**src/rtl/clk_switch_ctrl.sv**
```systemverilog
// clk_switch_ctrl: sequences a glitch-safe move between the reference clock
// and a PLL clock. A configuration request parks the mux on the reference,
// reprograms the PLL dividers, waits for a settled lock, switches to the PLL
// and finally pulses a soft reset. Bypass requests skip the PLL steps.
//
// Optional feature macro: CLK_SWITCH_LOCK_MON_EN
//   defined   - two consecutive low pll_lock_i cycles while in RUN drop the
//               mux back to the reference clock, set err_o and return to IDLE
//   undefined - pll_lock_i is only looked at while waiting for lock
module clk_switch_ctrl #(
  parameter int SWITCH_GAP    = 4,
  parameter int SETTLE_CYCLES = 16,
  parameter int LOCK_TIMEOUT  = 1023,
  parameter int RST_CYCLES    = 8
) (
  input  logic        clk_i,
  input  logic        rst_i,
  input  logic        cfg_valid_i,
  output logic        cfg_ready_o,
  input  logic        cfg_bypass_i,
  input  logic [5:0]  cfg_ref_div_i,
  input  logic [11:0] cfg_fb_div_i,
  input  logic [2:0]  cfg_post_div1_i,
  input  logic [2:0]  cfg_post_div2_i,
  output logic [5:0]  pll_ref_div_o,
  output logic [11:0] pll_feedback_div_o,
  output logic [2:0]  pll_post_div1_o,
  output logic [2:0]  pll_post_div2_o,
  input  logic        pll_lock_i,
  output logic        clk_sel_o,
  output logic        soft_reset_en_o,
  output logic        busy_o,
  output logic        done_o,
  output logic        err_o
);

  // One counter width covers every programmable duration.
  localparam int MAX_AB  = (SWITCH_GAP > SETTLE_CYCLES) ? SWITCH_GAP : SETTLE_CYCLES;
  localparam int MAX_CD  = (LOCK_TIMEOUT > RST_CYCLES) ? LOCK_TIMEOUT : RST_CYCLES;
  localparam int MAX_CNT = (MAX_AB > MAX_CD) ? MAX_AB : MAX_CD;
  localparam int CW      = $clog2(MAX_CNT + 1);

  typedef enum logic [2:0] {
    IDLE      = 3'd0,
    RUN       = 3'd1,
    TO_REF    = 3'd2,
    PROG      = 3'd3,
    WAIT_LOCK = 3'd4,
    TO_PLL    = 3'd5,
    RST       = 3'd6
  } state_t;

  // Counters stop at all-ones instead of wrapping back to zero.
  function automatic logic [CW-1:0] sat_inc(input logic [CW-1:0] v);
    if (v == {CW{1'b1}}) begin
      return v;
    end else begin
      return v + CW'(1);
    end
  endfunction

  state_t        state, state_next;
  logic [CW-1:0] cnt, cnt_next;        // dwell counter for TO_REF / TO_PLL / RST
  logic [CW-1:0] settle, settle_next;  // consecutive locked cycles
  logic [CW-1:0] tmo, tmo_next;        // cycles spent in WAIT_LOCK
  logic          sel_next;
  logic          err_next;
  logic          done_next;
  logic          accept;

  logic          lat_bypass;
  logic [5:0]    lat_ref;
  logic [11:0]   lat_fb;
  logic [2:0]    lat_p1;
  logic [2:0]    lat_p2;

`ifdef CLK_SWITCH_LOCK_MON_EN
  logic          lock_low, lock_low_next;  // previous RUN cycle saw lock low
`endif

  assign accept = cfg_valid_i & cfg_ready_o;

  // Next-state, counter and flag computation for the switch sequence.
  always_comb begin
    state_next  = state;
    cnt_next    = cnt;
    settle_next = settle;
    tmo_next    = tmo;
    sel_next    = clk_sel_o;
    err_next    = err_o;
    done_next   = 1'b0;
`ifdef CLK_SWITCH_LOCK_MON_EN
    lock_low_next = 1'b0;
`endif
    case (state)
      IDLE, RUN: begin
        if (accept) begin
          state_next = TO_REF;
          cnt_next   = '0;
          err_next   = 1'b0;
          sel_next   = 1'b0;
        end else begin
`ifdef CLK_SWITCH_LOCK_MON_EN
          if ((state == RUN) && !pll_lock_i) begin
            if (lock_low) begin
              state_next = IDLE;
              sel_next   = 1'b0;
              err_next   = 1'b1;
            end else begin
              lock_low_next = 1'b1;
            end
          end else begin
            lock_low_next = 1'b0;
          end
`else
          state_next = state;
`endif
        end
      end
      TO_REF: begin
        if (cnt >= CW'(SWITCH_GAP - 1)) begin
          cnt_next   = '0;
          state_next = lat_bypass ? RST : PROG;
        end else begin
          cnt_next = sat_inc(cnt);
        end
      end
      PROG: begin
        state_next  = WAIT_LOCK;
        settle_next = '0;
        tmo_next    = '0;
      end
      WAIT_LOCK: begin
        settle_next = pll_lock_i ? sat_inc(settle) : '0;
        tmo_next    = sat_inc(tmo);
        // A settle reached on the same cycle as the timeout takes priority.
        if (settle_next >= CW'(SETTLE_CYCLES)) begin
          state_next = TO_PLL;
          sel_next   = 1'b1;
          cnt_next   = '0;
        end else if (tmo_next >= CW'(LOCK_TIMEOUT)) begin
          state_next = IDLE;
          sel_next   = 1'b0;
          err_next   = 1'b1;
          done_next  = 1'b1;
        end else begin
          state_next = WAIT_LOCK;
        end
      end
      TO_PLL: begin
        if (cnt >= CW'(SWITCH_GAP - 1)) begin
          cnt_next   = '0;
          state_next = RST;
        end else begin
          cnt_next = sat_inc(cnt);
        end
      end
      RST: begin
        if (cnt >= CW'(RST_CYCLES - 1)) begin
          cnt_next   = '0;
          state_next = lat_bypass ? IDLE : RUN;
          done_next  = 1'b1;
        end else begin
          cnt_next = sat_inc(cnt);
        end
      end
      default: begin
        state_next = IDLE;
        sel_next   = 1'b0;
        cnt_next   = '0;
      end
    endcase
  end

  // Control state register and registered status outputs.
  always_ff @(posedge clk_i) begin
    if (rst_i) begin
      state           <= IDLE;
      cnt             <= '0;
      settle          <= '0;
      tmo             <= '0;
      clk_sel_o       <= 1'b0;
      err_o           <= 1'b0;
      done_o          <= 1'b0;
      busy_o          <= 1'b0;
      soft_reset_en_o <= 1'b0;
      cfg_ready_o     <= 1'b1;
`ifdef CLK_SWITCH_LOCK_MON_EN
      lock_low        <= 1'b0;
`endif
    end else begin
      state           <= state_next;
      cnt             <= cnt_next;
      settle          <= settle_next;
      tmo             <= tmo_next;
      clk_sel_o       <= sel_next;
      err_o           <= err_next;
      done_o          <= done_next;
      busy_o          <= !((state_next == IDLE) || (state_next == RUN));
      cfg_ready_o     <= (state_next == IDLE) || (state_next == RUN);
      soft_reset_en_o <= (state_next == RST);
`ifdef CLK_SWITCH_LOCK_MON_EN
      lock_low        <= lock_low_next;
`endif
    end
  end

  // Request capture on handshake and divider programming on entry to PROG.
  always_ff @(posedge clk_i) begin
    if (rst_i) begin
      lat_bypass         <= 1'b0;
      lat_ref            <= 6'd1;
      lat_fb             <= 12'd1;
      lat_p1             <= 3'd1;
      lat_p2             <= 3'd1;
      pll_ref_div_o      <= 6'd1;
      pll_feedback_div_o <= 12'd1;
      pll_post_div1_o    <= 3'd1;
      pll_post_div2_o    <= 3'd1;
    end else begin
      if (accept) begin
        lat_bypass <= cfg_bypass_i;
        lat_ref    <= cfg_ref_div_i;
        lat_fb     <= cfg_fb_div_i;
        lat_p1     <= cfg_post_div1_i;
        lat_p2     <= cfg_post_div2_i;
      end
      if (state_next == PROG) begin
        pll_ref_div_o      <= lat_ref;
        pll_feedback_div_o <= lat_fb;
        pll_post_div1_o    <= lat_p1;
        pll_post_div2_o    <= lat_p2;
      end
    end
  end

endmodule
```
**config.mk**
```make
export PLATFORM = sky130hd
export DESIGN_NAME = clk_switch_ctrl
export DESIGN_NICKNAME = d
export VERILOG_FILES = /design/src/rtl/clk_switch_ctrl.sv
export SDC_FILE = /design/constraint.sdc
export NUM_CORES = 1
export LEC_CHECK = 0
export ABC_CLOCK_PERIOD_IN_PS = 3700
export BUFFER_PORTS_ARGS = -buffer_cell sky130_fd_sc_hd__buf_4
export CAP_MARGIN = 40
export CORE_MARGIN = 2
export CORE_UTILIZATION = 60
export CTS_CLUSTER_DIAMETER = 40
export CTS_CLUSTER_SIZE = 40
export DETAILED_ROUTE_END_ITERATION = 8
export PLACE_DENSITY_LB_ADDON = 0.1
export SLEW_MARGIN = 10
export SYNTH_ARGS = -nofsm -noshare
export SYNTH_HDL_FRONTEND = slang
export SYNTH_SLANG_ARGS = --single-unit
```
**constraint.sdc**
```tcl
create_clock -name clk_i -period 3.7 [get_ports clk_i]
set_clock_uncertainty 0.1 [all_clocks]
set_input_delay 0.37 -clock clk_i [delete_from_list [all_inputs] [get_ports clk_i]]
set_output_delay 0.37 -clock clk_i [all_outputs]
set_load 0.005 [all_outputs]
```
# Word level (Yosys, flattened, before mapping)
# Cells that the tools add are included.
# op_classes
addsub	3
mul	0
div	0
magnitude_cmp	4
n_eq_ne	17
shift	0
mux	33
n_bitwise	3
n_reduce_logical	12
# ops
cell	count
$mux 10	10
$pmux 10 s5	1
$pmux 10 s2	2
$add 10x1->10 const B	3
$eq 10x10->1 const B	3
$mux 3	7
$pmux 3 s6	1
$eq 3x3->1 const B	4
$ge 10x10->1 const B	1
$ge 10x2->1 const B	1
$ge 10x3->1 const B	1
$ge 10x5->1 const B	1
$eq 3x2->1 const B	3
$mux 1	9
$ne 2x2->1 const B	4
$eq 3x1->1 const B	2
$logic_not 3->1	2
$reduce_and 3->1	2
$pmux 1 s2	2
$reduce_and 4->1	1
$reduce_bool 2->1	2
$reduce_or 2->1	2
$reduce_or 4->1	1
$ne 3x3->1 const B	1
other kinds (5)	6
# totals
regBits	88
latchBits	0
ram_bits	0
romBits	0
output_inout_bits	30
word_cells	91
n_memories	0

# Longest topological paths before layout
# Gate-level depths: netlist (run 1).
# logic_depth
word_depth	10
ltp_mapped	10

# Worst setup path before layout (run 1)
# No wires, ideal clock.
# synth_timing
path_kind	reg-to-reg
from	reg settle[0]
to	reg cnt[8]
setup_time_ps	117
t_arrival_ps	2257
t_required_ps	3483
setup_slack_ps	1226
path_stages_with_launch	11
n_path_buf	2
synth_period_minus_slack_ps	2474
path_cell_list	dfxtp_1 ha_1 and3_1 clkbuf_2 a21oi_1 a311oi_1 nor4_4 a211oi_1 or2_0 buf_2 nor2_1
# synth_via
elab_chain_cells	7
word_cells_on_any_way	8
# synth_rtl
item	line_no	source
from (decl)	64	logic [CW-1:0] settle, settle_next;
from (signal assigned)	194	settle <= settle_next;
$add 10x1->10 / $eq 10x10->1 (equally long branches)	58, 55	
$mux 10 (*)	55	if (v == {CW{1'b1}}) begin
$mux 10 (*)	95	case (state)
$mux 10 (*)	134	settle_next = pll_lock_i ? sat_inc(settle) : '0;
$ge 10x5->1 (*)	137	if (settle_next >= CW'(SETTLE_CYCLES)) begin
$ne 2x2->1 (no source line) (*)	--	
$reduce_and 3->1 (no source line) (*)	--	
to (signal assigned)	193	cnt <= cnt_next;
to (decl)	63	logic [CW-1:0] cnt, cnt_next;
# Mark *: on every way between the ends. The rest lies on a longest branch, timed or not. The select of a mux whose other input is x is not followed.
# A chain may end at the register's enable or synchronous reset.

# Worst setup path in the final report (run 1)
# layout_timing
from	reg settle[0]
to	reg cnt[9]
# Same word-level chain as after synthesis.

==> results of run 1 <==
[worst paths after layout]
path | to | slack, ns
setup reg to reg | cnt[9] | 0.76
hold / removal | lat_fb[0] | 0.14
hold reg to reg | lat_fb[2] | 0.36
setup / recovery | cnt[9] | 0.76
[synthesized netlist by cell type (all sizes together) (8+ instances only)]
library cell / n
a21oi: 45
a31oi: 9
and3: 10
clkbuf: 30
dfxtp: 88
inv: 8
mux2i: 27
nand2: 68
nand2b: 44
nand3: 17
nand4: 10
nor2: 44
nor3: 11
o21ai: 14
[flip-flops by register name (all words and copies together) (netlist names)]
signal and cells:
busy_o 1, cfg_ready_o 1, clk_sel_o 1, cnt 10
done_o 1, err_o 1, lat_bypass 1, lat_fb 12
lat_p1 3, lat_p2 3, lat_ref 6, pll_feedback_div_o 12
pll_post_div1_o 3, pll_post_div2_o 3, pll_ref_div_o 6, settle 10
soft_reset_en_o 1, state 3, tmo 10
[where the power goes]
group	switching (mW)	total (mW)	internal [mW]	leakage, nW
combinational	0.240	0.411	0.170	0.995
clock	0.343	0.659	0.316	0.0968
sequential	0.0516	1.06	1.01	0.715
total	0.635	2.13	1.50	1.81
[per-stage QoR]
| step | cells | power, mW | util | cell area (um^2) |
|---|---|---|---|---|
| floorplan | 508 | 1.37 | - | 4180 |
| global placement | 612 | 1.47 | 0.677 | 4570 |
| detailed placement | 613 | 1.49 | 0.679 | 4590 |
| CTS | 629 | 2.14 | 0.708 | 4780 |
| global route | 629 | 2.24 | 0.708 | 4780 |
| finish | 629 | 2.13 | 0.708 | 4780 |
[critical path, cell delays in order (launching register included)]
cell	delay, ns
dfxtp_1	0.39
ha_1	0.28
and3_1	0.34
a21oi_1	0.11
a311oi_1	0.50
nor4_4	0.16
a211oi_1	0.50
or2_0	0.36
nor2_1	0.09
[cells by family after synthesis]
| kind of cell | share of synthesized area |
|---|---|
| simple gates | 0.283 |
| compound gates | 0.168 |
| flops | 0.421 |
| buf+inv | 0.0470 |
| mux | 0.0673 |
| fa+ha+maj | 0.00898 |
| xor+xnor | 0.00419 |
[routing by layer]
metal	global-route usage	vias to the layer above	part of all wire
li1	-	1862	-
met1	0.340	1736	0.47
met2	0.399	123	0.47
met3	0.0351	9	0.055
met4	0.0699	0	0.012
met5	0	-	0
[cell type report]
cell class	instances	area, um^2
tap	80	100
clock buffer	10	128
fill	545	1970
clock inverter	6	68.8
sequential	88	1760
inverter	8	30.0
timing repair buffer	62	473
multi-input combinational	375	2220
==> key figures, run 1 <==
Global route
  • GRT Residual Overflow: 0
  • First-pass GRT wire length: 15,100 um
  • Number of global-route vias before repair: 3,265
  • Largest net degree at the start of global routing: 106
  • Gr usage total: 0.245
  • Initial antenna violation count: 0

Drt
  • DR vias/cell: 5.93
  • DRT Pass-1 Iters: 5
  • DRC violations left: 0
  • Final ANT Viol Nets: 0
  • Post-Route WL: 9170 um
  • Routed WL per cell: 14.6 um
  • Vias: 3,730
  • Initial DRC count: 249

Floorplan
  • Die area: 7650 um^2
  • # rows: 30
  • Die Y: 87.5 um
  • IO Pins: 59
  • Initial core utilization: 0.619
  • DIE WIDTH: 87.5 um
  • Core area: 6760 um^2

Logic synthesis
  • Mapped Cells: 508
  • Post-synth EDFFs: 0
  • Register area share after synthesis: 0.421
  • Synth Net Count: 540
  • Syn. warnings: 0
  • Synthesized flop and latch total: 88
  • Cell area after synthesis: 4180 um^2
  • Most used DFF post-synth: dfxtp_1
  • Syn avg cell area: 8.23 um^2
  • Synth unique cells: 53
  • Synth area leaders: dfxtp_1 (42%), nand2b_1 (6.6%), mux2i_1 (6.5%)
  • Async set-reset flop share out of synthesis: 0
  • Synth top area share: 0.421
  • Area leader, netlist: dfxtp_1

Clocking
  • Setup bufs post-CTS: 0
  • Cts repair resizes: 0
  • CTS tree: built
  • CTS clk-pin slew, worst paths: 0.09 ns
  • Root Buffer Master: clkbuf_8
  • H-tree levels: 3
  • CTS max path bufs: 2
  • CTS sink count: 88
  • Clk Latency, worst-skew pair: 0.35 ns
  • Post-CTS Hold Buffers: 0
  • Total CTS buffers: 9

Timing
  • Max_slew headroom: 0.418
  • Max Clock Freq: 340 MHz
  • Fin. Hold Viols: 0
  • Final setup violation count: 0
  • RSZ-0062 raised after global routing: false
  • Max Slew Vio Count: 0
  • Min Tclk post-route: 2.94 ns
  • Setup TNS: 0 ns
  • WHS: 0.138 ns
  • Final WS setup: 0.759 ns
  • Final period utilization: 0.795
  • Actual slew at the worst max-slew pin: 0.873 ns

Layout
  • Area Overhead vs Synth: 14.4%
  • Commonest non-fill, non-tap cell in the layout: dfxtp_1
  • Final nets: 576
  • Most frequent cells in the layout: dfxtp_1 (88), nand2_1 (68), buf_4 (61), a21oi_1 (45), nand2b_1 (44)
  • # diodes: 0
  • Layout cells sized above 1: 0.151

Place
  • Dpl hpwl: 6230 um
  • IO Port Bufs: 58
  • Place WS: 0.776 ns
  • Gp weighted congestion: 0.880

Worst setup path
  • Reg2reg path depth: 8
  • CP Class: flop to flop
  • Crit path DAT: 3.07 ns
  • Crit path launch type: flop
  • CP Max Fanout: 8
  • Worst EP required: 3.83 ns
  • Reg2Reg Launch Point: settle[0]
  • Crit. End Element: flop
  • Crit path from: settle[0]

Hold path
  • Min-delay src: cfg_fb_div_i[0]
  • Hold WC Path Type: input pin to flop
  • Hold path depth: 3

Run status
  • Status: finished, final reports clean

Job
  • Maxcap violations: 0

Power and ir drop
  • P per Cell Area: 445 nW/um^2
  • Worst IR Drop VDD: 0.000316 V
  • Lkg Pwr: 1.81 nW
No activity file was read; power rests on OpenSTA's default activity.
==> run 2: changes to the inputs <==
--- a/config.mk
+++ b/config.mk
@@ -5,11 +5,11 @@
 export SDC_FILE = /design/constraint.sdc
 export NUM_CORES = 1
 export LEC_CHECK = 0
-export ABC_CLOCK_PERIOD_IN_PS = 3700
+export ABC_CLOCK_PERIOD_IN_PS = 3000
 export BUFFER_PORTS_ARGS = -buffer_cell sky130_fd_sc_hd__buf_4
 export CAP_MARGIN = 40
 export CORE_MARGIN = 2
-export CORE_UTILIZATION = 60
+export CORE_UTILIZATION = 57
 export CTS_CLUSTER_DIAMETER = 40
 export CTS_CLUSTER_SIZE = 40
 export DETAILED_ROUTE_END_ITERATION = 8
==> constraint.sdc (replaced) <==
create_clock -name clk_i -period 3 [get_ports clk_i]
set_clock_uncertainty 0.1 [all_clocks]
set_input_delay 0.3 -clock clk_i [delete_from_list [all_inputs] [get_ports clk_i]]
set_output_delay 0.3 -clock clk_i [all_outputs]
set_load 0.005 [all_outputs]
==> run 2 against run 1 <==
  * Critical endpoint is now cnt[6]
  * Cell area up 1.1%
  * Sequential power up 24%
  * Register-to-register slack worse by 0.53 ns
  * Largest power group unchanged
==> key figures, run 2 (synthesized netlist as in run 1, its figures left out) <==
Timing
  • Final period utilization: 0.923
  • Fin. Hold Viols: 0
  • Min Tclk post-route: 2.77 ns
  • Max Slew Vio Count: 0
  • Max Clock Freq: 361 MHz
  • Setup TNS: 0 ns
  • RSZ-0062 raised after global routing: false
  • Max_slew headroom: 0.418
  • Actual slew at the worst max-slew pin: 0.873 ns
  • Final setup violation count: 0

Worst setup path
  • Crit path DAT: 2.91 ns
  • CP Max Fanout: 8
  • Crit path launch type: flop
  • Reg2Reg Launch Point: settle[0]
  • Worst EP required: 3.14 ns
  • Crit path from: settle[0]
  • CP Class: flop to flop
  • Crit. End Element: flop

Place
  • Gp weighted congestion: 0.938
  • IO Port Bufs: 58
  • Dpl hpwl: 6150 um
  • Placed inst area: 4650 um^2

Floorplan
  • # rows: 31
  • DIE WIDTH: 89.7 um
  • Die Y: 89.7 um
  • IO Pins: 59
  • Initial core utilization: 0.583
  • Die area: 8040 um^2
  • Core area: 7180 um^2

Drt
  • DRT Pass-1 Iters: 5
  • DRC violations left: 0
  • Final ANT Viol Nets: 0
  • Post-Route WL: 9180 um
  • Routed WL per cell: 14.1 um
  • DR vias/cell: 5.72
  • Vias: 3,733
  • Initial DRC count: 348

Global route
  • First-pass GRT wire length: 15,000 um
  • GRT Residual Overflow: 0
  • Gr usage total: 0.234
  • Largest net degree at the start of global routing: 106
  • Number of global-route vias before repair: 3,269
  • Initial antenna violation count: 0

Clocking
  • CTS max path bufs: 2
  • Setup bufs post-CTS: 0
  • Cts repair resizes: 0
  • Clk Latency, worst-skew pair: 0.36 ns
  • CTS clk-pin slew, worst paths: 0.09 ns
  • Post-CTS Hold Buffers: 0
  • CTS tree: built
  • Root Buffer Master: clkbuf_8
  • H-tree levels: 3
  • Total CTS buffers: 9
  • CTS sink count: 88

Power and ir drop
  • Sequential Power Share: 0.503
  • Switching portion of total power: 0.315
  • Clk pwr share: 0.297
  • Design Power: 2.60 mW
  • Int Power: 1.78 mW
  • Lkg Pwr: 1.83 nW
  • Worst IR Drop VDD: 0.000367 V
  • Psw: 0.819 mW
  • P per Cell Area: 538 nW/um^2
  • Comb pwr share: 0.199

Layout
  • Post-Layout Inst Area: 4840 um^2
  • Final nets: 581
  • Largest regs: lat_fb x12, pll_feedback_div_o x12
  • # diodes: 0
  • Most frequent cells in the layout: dfxtp_1 (88), nand2_1 (68), buf_4 (66), a21oi_1 (45), nand2b_1 (44)
  • Commonest non-fill, non-tap cell in the layout: dfxtp_1
  • Area Overhead vs Synth: 15.7%
  • Layout cells sized above 1: 0.161

Hold path
  • Hold WC Path Type: input pin to flop
  • Min-delay src: cfg_post_div1_i[0]

Job
  • Maxcap violations: 0

Run status
  • Status: finished, final reports clean
## run 2: per-layer routing
| metal | wire length (um) | global-route usage |
|---|---|---|
| met5 | 0 | 0 |
| met4 | 106 | 0.0855 |
| met3 | 584 | 0.0430 |
| met2 | 4360 | 0.374 |
| met1 | 4130 | 0.315 |
## run 2: area by class of cell
type                       instances  area, um^2
clock inverter                     7        60.1
tap                               99         124
fill                             596        2340
sequential                        88        1760
multi-input combinational        375        2220
clock buffer                       9         124
inverter                           8        30.0
timing repair buffer              67         515
## run 2: per-stage QoR
stage	worst slack [ns]	cells	util	hold WS [ns]
after global routing	0.0250	653	0.674	0.0506
after global placement	0.168	636	0.646	0.342
final	0.230	653	0.674	0.0502
after CTS	0.265	653	0.674	0.0381
after detailed placement	0.310	637	0.649	0.348
after floorplan	0.526	508	-	0.324
## run 2: final timing paths
path / endpoint / slack, ns / cells after the start
setup / recovery: cnt[6] / 0.23 / 10
hold / removal: lat_p1[0] / 0.05 / 3
setup reg to reg: cnt[6] / 0.23 / 10
hold reg to reg: lat_fb[6] / 0.36 / 2
## run 2: power groups by stage
stage	Sequential [mW]	Clock (mW)	Combinational, mW
2_1_floorplan	1.31	0	0.380
3_3_place_gp	1.33	0	0.501
3_5_place_dp	1.33	0	0.517
4_1_cts	1.31	0.794	0.521
5_1_grt	1.32	0.843	0.585
6_report	1.31	0.773	0.519
## run 2: critical path: stages (launching register included)
cell and delay (ns):
dfxtp_1 0.40, ha_1 0.27, and3_1 0.34, a21oi_1 0.11
a311oi_1 0.28, buf_4 0.18, nor4_4 0.05, buf_4 0.17
a211oi_1 0.31, or2_0 0.36, nor2_1 0.09
